## src/rtl/led_seq_ctrl.sv

```systemverilog
// led_seq_ctrl: mode sequencer for the 8-LED bank and the active-low RGB LED.
// Steps through four display modes (COUNT, SHIFT, BOUNCE, BLINK). Each mode is
// paced by a tick prescaler and auto-advances after STEPS_PER_MODE ticks. A
// requester can force a mode change with a valid/ready handshake.
//
// Optional build macro: LED_SEQ_PWM_EN
//   defined   -> leds/rgb outputs are gated by a free-running 4-bit PWM
//                against duty_i at the output register
//   undefined -> duty_i is ignored, outputs are ungated
//
//   state | meaning
//   ------+---------------------------------------------------------------
//   IDLE  | outputs dark, prescaler/step cleared, waits for en_i
//   LOAD  | one cycle: loads the initial pattern and colour for mode_q
//   RUN   | prescaler running, pattern steps on each tick, accepts requests
module led_seq_ctrl #(
    parameter int unsigned TICK_DIV       = 8388608,
    parameter int unsigned STEPS_PER_MODE = 256,
    parameter int unsigned CW             = 28
) (
    input  logic       clk_i,
    input  logic       rst_i,
    input  logic       en_i,
    input  logic       mode_sel_valid_i,
    input  logic [1:0] mode_sel_i,
    output logic       mode_sel_ready_o,
    input  logic [3:0] duty_i,
    output logic [7:0] leds_o,
    output logic [2:0] rgb_n_o,
    output logic [1:0] mode_o,
    output logic       tick_o,
    output logic       busy_o
);

    localparam int unsigned SW = (STEPS_PER_MODE > 1) ? $clog2(STEPS_PER_MODE) : 1;
    localparam logic [CW-1:0] PRESC_LAST = CW'(TICK_DIV - 1);
    localparam logic [SW-1:0] STEP_LAST  = SW'(STEPS_PER_MODE - 1);

    typedef enum logic [1:0] {
        ST_IDLE = 2'd0,
        ST_LOAD = 2'd1,
        ST_RUN  = 2'd2
    } state_t;

    localparam logic [1:0] M_COUNT  = 2'd0;
    localparam logic [1:0] M_SHIFT  = 2'd1;
    localparam logic [1:0] M_BOUNCE = 2'd2;
    localparam logic [1:0] M_BLINK  = 2'd3;

    state_t        state_q, state_d;
    logic [1:0]    mode_q, mode_d;
    logic [7:0]    pat_q, pat_d;
    logic          dir_q, dir_d;       // BOUNCE direction: 0 = left, 1 = right
    logic [CW-1:0] presc_q, presc_d;
    logic [SW-1:0] step_q, step_d;
    logic          tick_q, tick_d;
    logic [7:0]    leds_q, leds_d;
    logic [2:0]    rgb_n_q, rgb_n_d;
    logic [2:0]    rgb_base;
    logic          wrap;
    logic          accept;

    function automatic logic [7:0] init_pat(input logic [1:0] m);
        logic [7:0] p;
        p = 8'hFF;
        case (m)
            M_COUNT:  p = 8'hFF;
            M_SHIFT:  p = 8'h01;
            M_BOUNCE: p = 8'h01;
            M_BLINK:  p = 8'hFF;
            default:  p = 8'hFF;
        endcase
        return p;
    endfunction

    function automatic logic [2:0] mode_colour(input logic [1:0] m);
        logic [2:0] c;
        c = 3'b111;
        case (m)
            M_COUNT:  c = 3'b000;
            M_SHIFT:  c = 3'b110;
            M_BOUNCE: c = 3'b101;
            M_BLINK:  c = 3'b011;
            default:  c = 3'b111;
        endcase
        return c;
    endfunction

    assign mode_sel_ready_o = (state_q == ST_RUN) && en_i;
    assign busy_o           = (state_q == ST_LOAD) || (state_q == ST_RUN);
    assign accept           = mode_sel_valid_i && mode_sel_ready_o;
    assign wrap             = (presc_q == PRESC_LAST);

    // Next-state, prescaler, step and pattern update
    always_comb begin
        state_d  = state_q;
        mode_d   = mode_q;
        pat_d    = pat_q;
        dir_d    = dir_q;
        presc_d  = presc_q;
        step_d   = step_q;
        tick_d   = 1'b0;
        rgb_base = 3'b111;

        case (state_q)
            ST_IDLE: begin
                pat_d   = 8'h00;
                dir_d   = 1'b0;
                presc_d = '0;
                step_d  = '0;
                if (en_i) state_d = ST_LOAD;
            end
            ST_LOAD: begin
                pat_d    = init_pat(mode_q);
                dir_d    = 1'b0;
                presc_d  = '0;
                step_d   = '0;
                rgb_base = mode_colour(mode_q);
                state_d  = ST_RUN;
            end
            ST_RUN: begin
                rgb_base = mode_colour(mode_q);
                tick_d   = wrap;
                presc_d  = wrap ? '0 : presc_q + CW'(1);
                if (accept) begin
                    mode_d  = mode_sel_i;
                    state_d = ST_LOAD;
                end else if (wrap) begin
                    if (step_q == STEP_LAST) begin
                        mode_d  = mode_q + 2'd1;
                        state_d = ST_LOAD;
                    end else begin
                        step_d = step_q + SW'(1);
                        case (mode_q)
                            M_COUNT: pat_d = pat_q - 8'd1;
                            M_SHIFT: pat_d = {pat_q[6:0], pat_q[7]};
                            M_BOUNCE: begin
                                if (!dir_q) begin
                                    pat_d = {pat_q[6:0], 1'b0};
                                    if (pat_d == 8'h80) dir_d = 1'b1;
                                end else begin
                                    pat_d = {1'b0, pat_q[7:1]};
                                    if (pat_d == 8'h01) dir_d = 1'b0;
                                end
                            end
                            M_BLINK: pat_d = ~pat_q;
                            default: pat_d = pat_q;
                        endcase
                    end
                end
            end
            default: state_d = ST_IDLE;
        endcase

        // Dropping enable overrides everything except reset
        if (!en_i) begin
            state_d  = ST_IDLE;
            pat_d    = 8'h00;
            dir_d    = 1'b0;
            presc_d  = '0;
            step_d   = '0;
            tick_d   = 1'b0;
            rgb_base = 3'b111;
        end
    end

`ifdef LED_SEQ_PWM_EN
    logic [3:0] pwm_q;
    logic       pwm_on;

    assign pwm_on = (pwm_q < duty_i);

    // Free-running PWM phase counter
    always_ff @(posedge clk_i) begin
        if (rst_i) pwm_q <= 4'd0;
        else       pwm_q <= pwm_q + 4'd1;
    end

    // Output gating: off-phase forces leds dark and rgb channels high
    always_comb begin
        leds_d  = pwm_on ? pat_d : 8'h00;
        rgb_n_d = pwm_on ? rgb_base : 3'b111;
    end
`else
    logic unused_duty;
    assign unused_duty = ^duty_i;

    // Ungated outputs
    always_comb begin
        leds_d  = pat_d;
        rgb_n_d = rgb_base;
    end
`endif

    // State and output registers
    always_ff @(posedge clk_i) begin
        if (rst_i) begin
            state_q <= ST_IDLE;
            mode_q  <= 2'd0;
            pat_q   <= 8'h00;
            dir_q   <= 1'b0;
            presc_q <= '0;
            step_q  <= '0;
            tick_q  <= 1'b0;
            leds_q  <= 8'h00;
            rgb_n_q <= 3'b111;
        end else begin
            state_q <= state_d;
            mode_q  <= mode_d;
            pat_q   <= pat_d;
            dir_q   <= dir_d;
            presc_q <= presc_d;
            step_q  <= step_d;
            tick_q  <= tick_d;
            leds_q  <= leds_d;
            rgb_n_q <= rgb_n_d;
        end
    end

    assign leds_o  = leds_q;
    assign rgb_n_o = rgb_n_q;
    assign mode_o  = mode_q;
    assign tick_o  = tick_q;

endmodule

```

## config.mk

```make
export PLATFORM = sky130hd
export DESIGN_NAME = led_seq_ctrl
export DESIGN_NICKNAME = d
export VERILOG_FILES = /design/src/rtl/led_seq_ctrl.sv
export SDC_FILE = /design/constraint.sdc
export NUM_CORES = 1
export LEC_CHECK = 0
export ABC_AREA = 1
export CORE_MARGIN = 3
export CORE_UTILIZATION = 64
export DETAILED_ROUTE_END_ITERATION = 10
export DONT_BUFFER_PORTS = 1
export PLACE_DENSITY = 0.8
export SETUP_SLACK_MARGIN = 0.05
export SYNTH_ARGS = -nofsm -noshare
export SYNTH_HDL_FRONTEND = slang
export SYNTH_SLANG_ARGS = --single-unit
```

## constraint.sdc

```tcl
create_clock -name clk_i -period 3.2 [get_ports clk_i]
set_clock_uncertainty 0.1 [all_clocks]
set_input_delay 0.8 -clock clk_i [delete_from_list [all_inputs] [get_ports clk_i]]
set_output_delay 0.8 -clock clk_i [all_outputs]
set_load 0.02 [all_outputs]
```

==> out/qor_table.md <==
| Step | Result | This run |
| --- | --- | --- |
| sta | Post-layout min period | 2.29 ns |
| clocking | Clk_lat worst skew | 0.30 ns |
| power | P per Cell Area | 350 nW/um^2 |
| global routing | Largest net degree at the start of global routing | 20 |
| clocking | H-tree depth reported by CTS | 2 |
| clocking | Clock Tree Buf Depth | 2 |
| critical path | Critical-path cell with the highest stage delay | sky130_fd_sc_hd__inv_1 |
| floorplan | Overall die height | 77.3 um |
| synth | Asr flop ratio synth | 0 |
| global routing | Vias in the first global route | 2904 |
| detailed routing | Vias | 3157 |
| critical path | Element type at the critical path end | register |
| cells and area | Antenna Diode Count | 0 |
| synth | Yosys reg bits | 53 |
| clocking | CTS buffer count | 5 |
| synth | Post-synthesis cell type count | 35 |
| clocking | Post-CTS setup-driven buffer insertion count | 0 |
| synth | Most used DFF post-synth | sky130_fd_sc_hd__dfxtp_1 |
| clocking | Clock edge transition at the registers on the reported setup and hold paths | 0.09 ns |
| critical path | Peak per-stage delay on the critical path | 0.38 ns |
| hold path | Path class of the lowest-slack min-delay path | register to register |
| critical path | Critical Path AT | 2.42 ns |
| synth | Sequential element share of the synthesized area | 0.327 |
| synth | Mapped Avg Cell Area | 6.49 um^2 |
| sta | Max-slew headroom | 0.676 |
| sta | Post-route worst setup slack | 0.915 ns |
| global routing | Tot GR Track Use | 0.262 |
| synth | Cell count after synthesis | 501 |
| run | Max Cap Viol | 0 |
| floorplan | Row Count | 25 |
| global routing | GRT Residual Overflow | 0 |
| clocking | Number of buffers inserted for hold repair after clock tree synthesis | 0 |
| detailed routing | Number of vias per cell after detailed routing | 5.57 |
| floorplan | Top Ports | 26 |
| power | Leakage power | 1.25 nW |
| cells and area | Top library cells by usage in the layout, fill and taps aside | 130 x sky130_fd_sc_hd__nand2_1, 70 x sky130_fd_sc_hd__nor2_1, 53 x sky130_fd_sc_hd__inv_1, 53 x sky130_fd_sc_hd__dfxtp_1, 41 x sky130_fd_sc_hd__nand3_1 |
| synth | Yosys warns | 0 |
| critical path | Setup crit start kind | register |
| critical path | Worst Setup Path Type | register to register |
| cells and area | Proportion of layout cells with a drive suffix above 1 | 0.0580 |
| sta | Worst Tran Pin Value | 0.485 ns |
| run status | Outcome | complete, no violations |
| detailed routing | Detailed-route DRC error count | 0 |
| placement | Routability cong. | 0.905 |
| detailed routing | Count of nets left with antenna violations after detail routing | 0 |
| sta | TNS Setup | 0 ns |
| detailed routing | Total Routed Length | 7320 um |
| placement | IO buf count | 0 |
| floorplan | Core Region | 4820 um^2 |
| detailed routing | Total iterations of the first detailed-routing run | 5 |
| sta | Setup repair after global routing missed its margin | false |
| global routing | Number of antenna violations at the first check in global routing | 0 |
| critical path | CP required | 3.33 ns |
| global routing | First-pass GRT wire length | 12900 um |
| floorplan | Die extent in x | 77.3 um |
| critical path | CP Cell Sequence | ha_1, buf_4, inv_1, nand2_1, inv_1, nand3_4, clkinv_2, nand2_1, a21oi_1 |
| cells and area | Most common cell after layout, fill and taps aside | sky130_fd_sc_hd__nand2_1 |
| clocking | Cells resized by post-CTS repair | 0 |
| sta | Number of pins exceeding their max-slew limit in the final report | 0 |
| floorplan | Full die area | 5970 um^2 |
| cells and area | Layout area overhead | 5.04% |
| placement | Worst-case setup slack after placement | 0.953 ns |
| floorplan | Starting utilization of the core area | 0.675 |
| clocking | Clock root cell | sky130_fd_sc_hd__clkbuf_8 |
| synth | Post-synth EDFFs | 0 |
| cells and area | Final nets | 523 |
| sta | Setup Viol. Count Final | 0 |
| detailed routing | Final routed wire length divided by cell count | 12.9 um |
| power | Worst IR drop on VDD | 220 uV |
| detailed routing | Number of DRC markers after the initial detailed-route iteration | 391 |
| critical path | Max FO, Critical Path | 19 |
| sta | Worst hold slack across all endpoints | 0.384 ns |
| synth | Summed instance area of the synthesized netlist | 3250 um^2 |
| synth | Total nets after synthesis | 525 |
| clocking | CTS tree | done |
| sta | Final period util | 0.714 |
| placement | Total half-perimeter wirelength after legalization and detailed placement | 5280 um |
| sta | Final Hold Violating Endpoints | 0 |
| clocking | Clock sink count | 53 |
| sta | Max Fclk | 438 MHz |
[power breakdown]
group / leakage (nW) / internal [W] / total (W) / switching, W
logic: 0.767 / 0.0000217 / 0.0000737 / 0.0000520
registers: 0.427 / 0.000664 / 0.000674 / 0.0000104
clock network: 0.0554 / 0.000235 / 0.000447 / 0.000212
total: 1.25 / 0.000921 / 0.00120 / 0.000275
[sequential cells by signal (all words and copies together) (netlist names)]
name     count
dir_q        1
leds_o       8
mode_o       2
presc_q     28
rgb_n_o      3
state_q      2
step_q       8
tick_o       1
[cells by family (layout without fill, tap and decap cells)]
| family | after synthesis | in the layout | synth area share |
|---|---|---|---|
| compound gates | 57 | 57 | 0.0936 |
| buf+inv | 68 | 67 | 0.0828 |
| fa+ha+maj | 14 | 14 | 0.0539 |
| flops | 53 | 53 | 0.327 |
| mux | 1 | 1 | 0.00347 |
| simple gates | 290 | 290 | 0.391 |
| xor+xnor | 18 | 18 | 0.0485 |
[per-stage QoR]
step / cell area (um^2) / cells / total power, W / utilization
final: 3410 / 567 / 0.00120 / 0.709
after global routing: 3410 / 567 / 0.00124 / 0.709
after CTS: 3410 / 567 / 0.00121 / 0.709
after detailed placement: 3300 / 559 / 0.000762 / 0.685
after global placement: 3300 / 559 / 0.000761 / 0.685
after floorplan: 3250 / 501 / 0.000746 / -
[critical path: cells and delay by family, from the launching register on]
family                   cells  cell delay (ns)
buffers and inverters        4             0.97
AO/OA/AOI/OAI                1             0.14
AND/OR/NAND/NOR              3             0.43
adder cells (fa/ha/maj)      1             0.21
flip-flops                   1             0.37
[final timing paths]
| path | startpoint | to | slack, ns | cells past startpoint |
|---|---|---|---|---|
| worst max-delay path | state_q[0]$_SDFFE_PP0P_ | leds_o[0]$_SDFFE_PP0P_ | 0.91 | 9 |
| worst min register to register | presc_q[20]$_SDFFE_PP0P_ | presc_q[20]$_SDFFE_PP0P_ | 0.38 | 2 |
| worst max register to register | state_q[0]$_SDFFE_PP0P_ | leds_o[0]$_SDFFE_PP0P_ | 0.91 | 9 |
| worst min-delay path | presc_q[20]$_SDFFE_PP0P_ | presc_q[20]$_SDFFE_PP0P_ | 0.38 | 2 |
[synth_stat cells, drive strengths merged (2+ instances only)]
| master | number | area, um^2 |
|---|---|---|
| xnor2 | 6 | 52.6 |
| o21ai | 15 | 75.1 |
| nor3b | 2 | 15.0 |
| a21oi | 38 | 198 |
| or2 | 2 | 12.5 |
| nand4 | 10 | 62.6 |
| dfxtp | 53 | 1060 |
| nand2 | 133 | 512 |
| buf | 5 | 31.3 |
| inv | 54 | 203 |
| ha | 14 | 175 |
| nor4 | 3 | 18.8 |
| clkbuf | 8 | 30.0 |
| nand3 | 42 | 223 |
| xor2 | 12 | 105 |
| nor3 | 21 | 115 |
| nor2 | 75 | 299 |
[per-layer routing]
metal | GRT usage | wire length (um) | up-vias
met4 | 0.0819 | 96 | 0
met5 | 0 | 0 | -
met2 | 0.397 | 3160 | 131
li1 | - | - | 1604
met3 | 0.0446 | 487 | 9
met1 | 0.377 | 3580 | 1413
[cell type report]
type	count	area [um^2]
Clock buffer	6	72.6
Clock inverter	2	38.8
Fill cell	436	1400
Inverter	55	208
Multi-Input combinational cell	380	1920
Sequential cell	53	1060
Tap cell	67	83.8
Timing Repair Buffer	4	30.0
No activity file was read; power rests on OpenSTA's default activity.
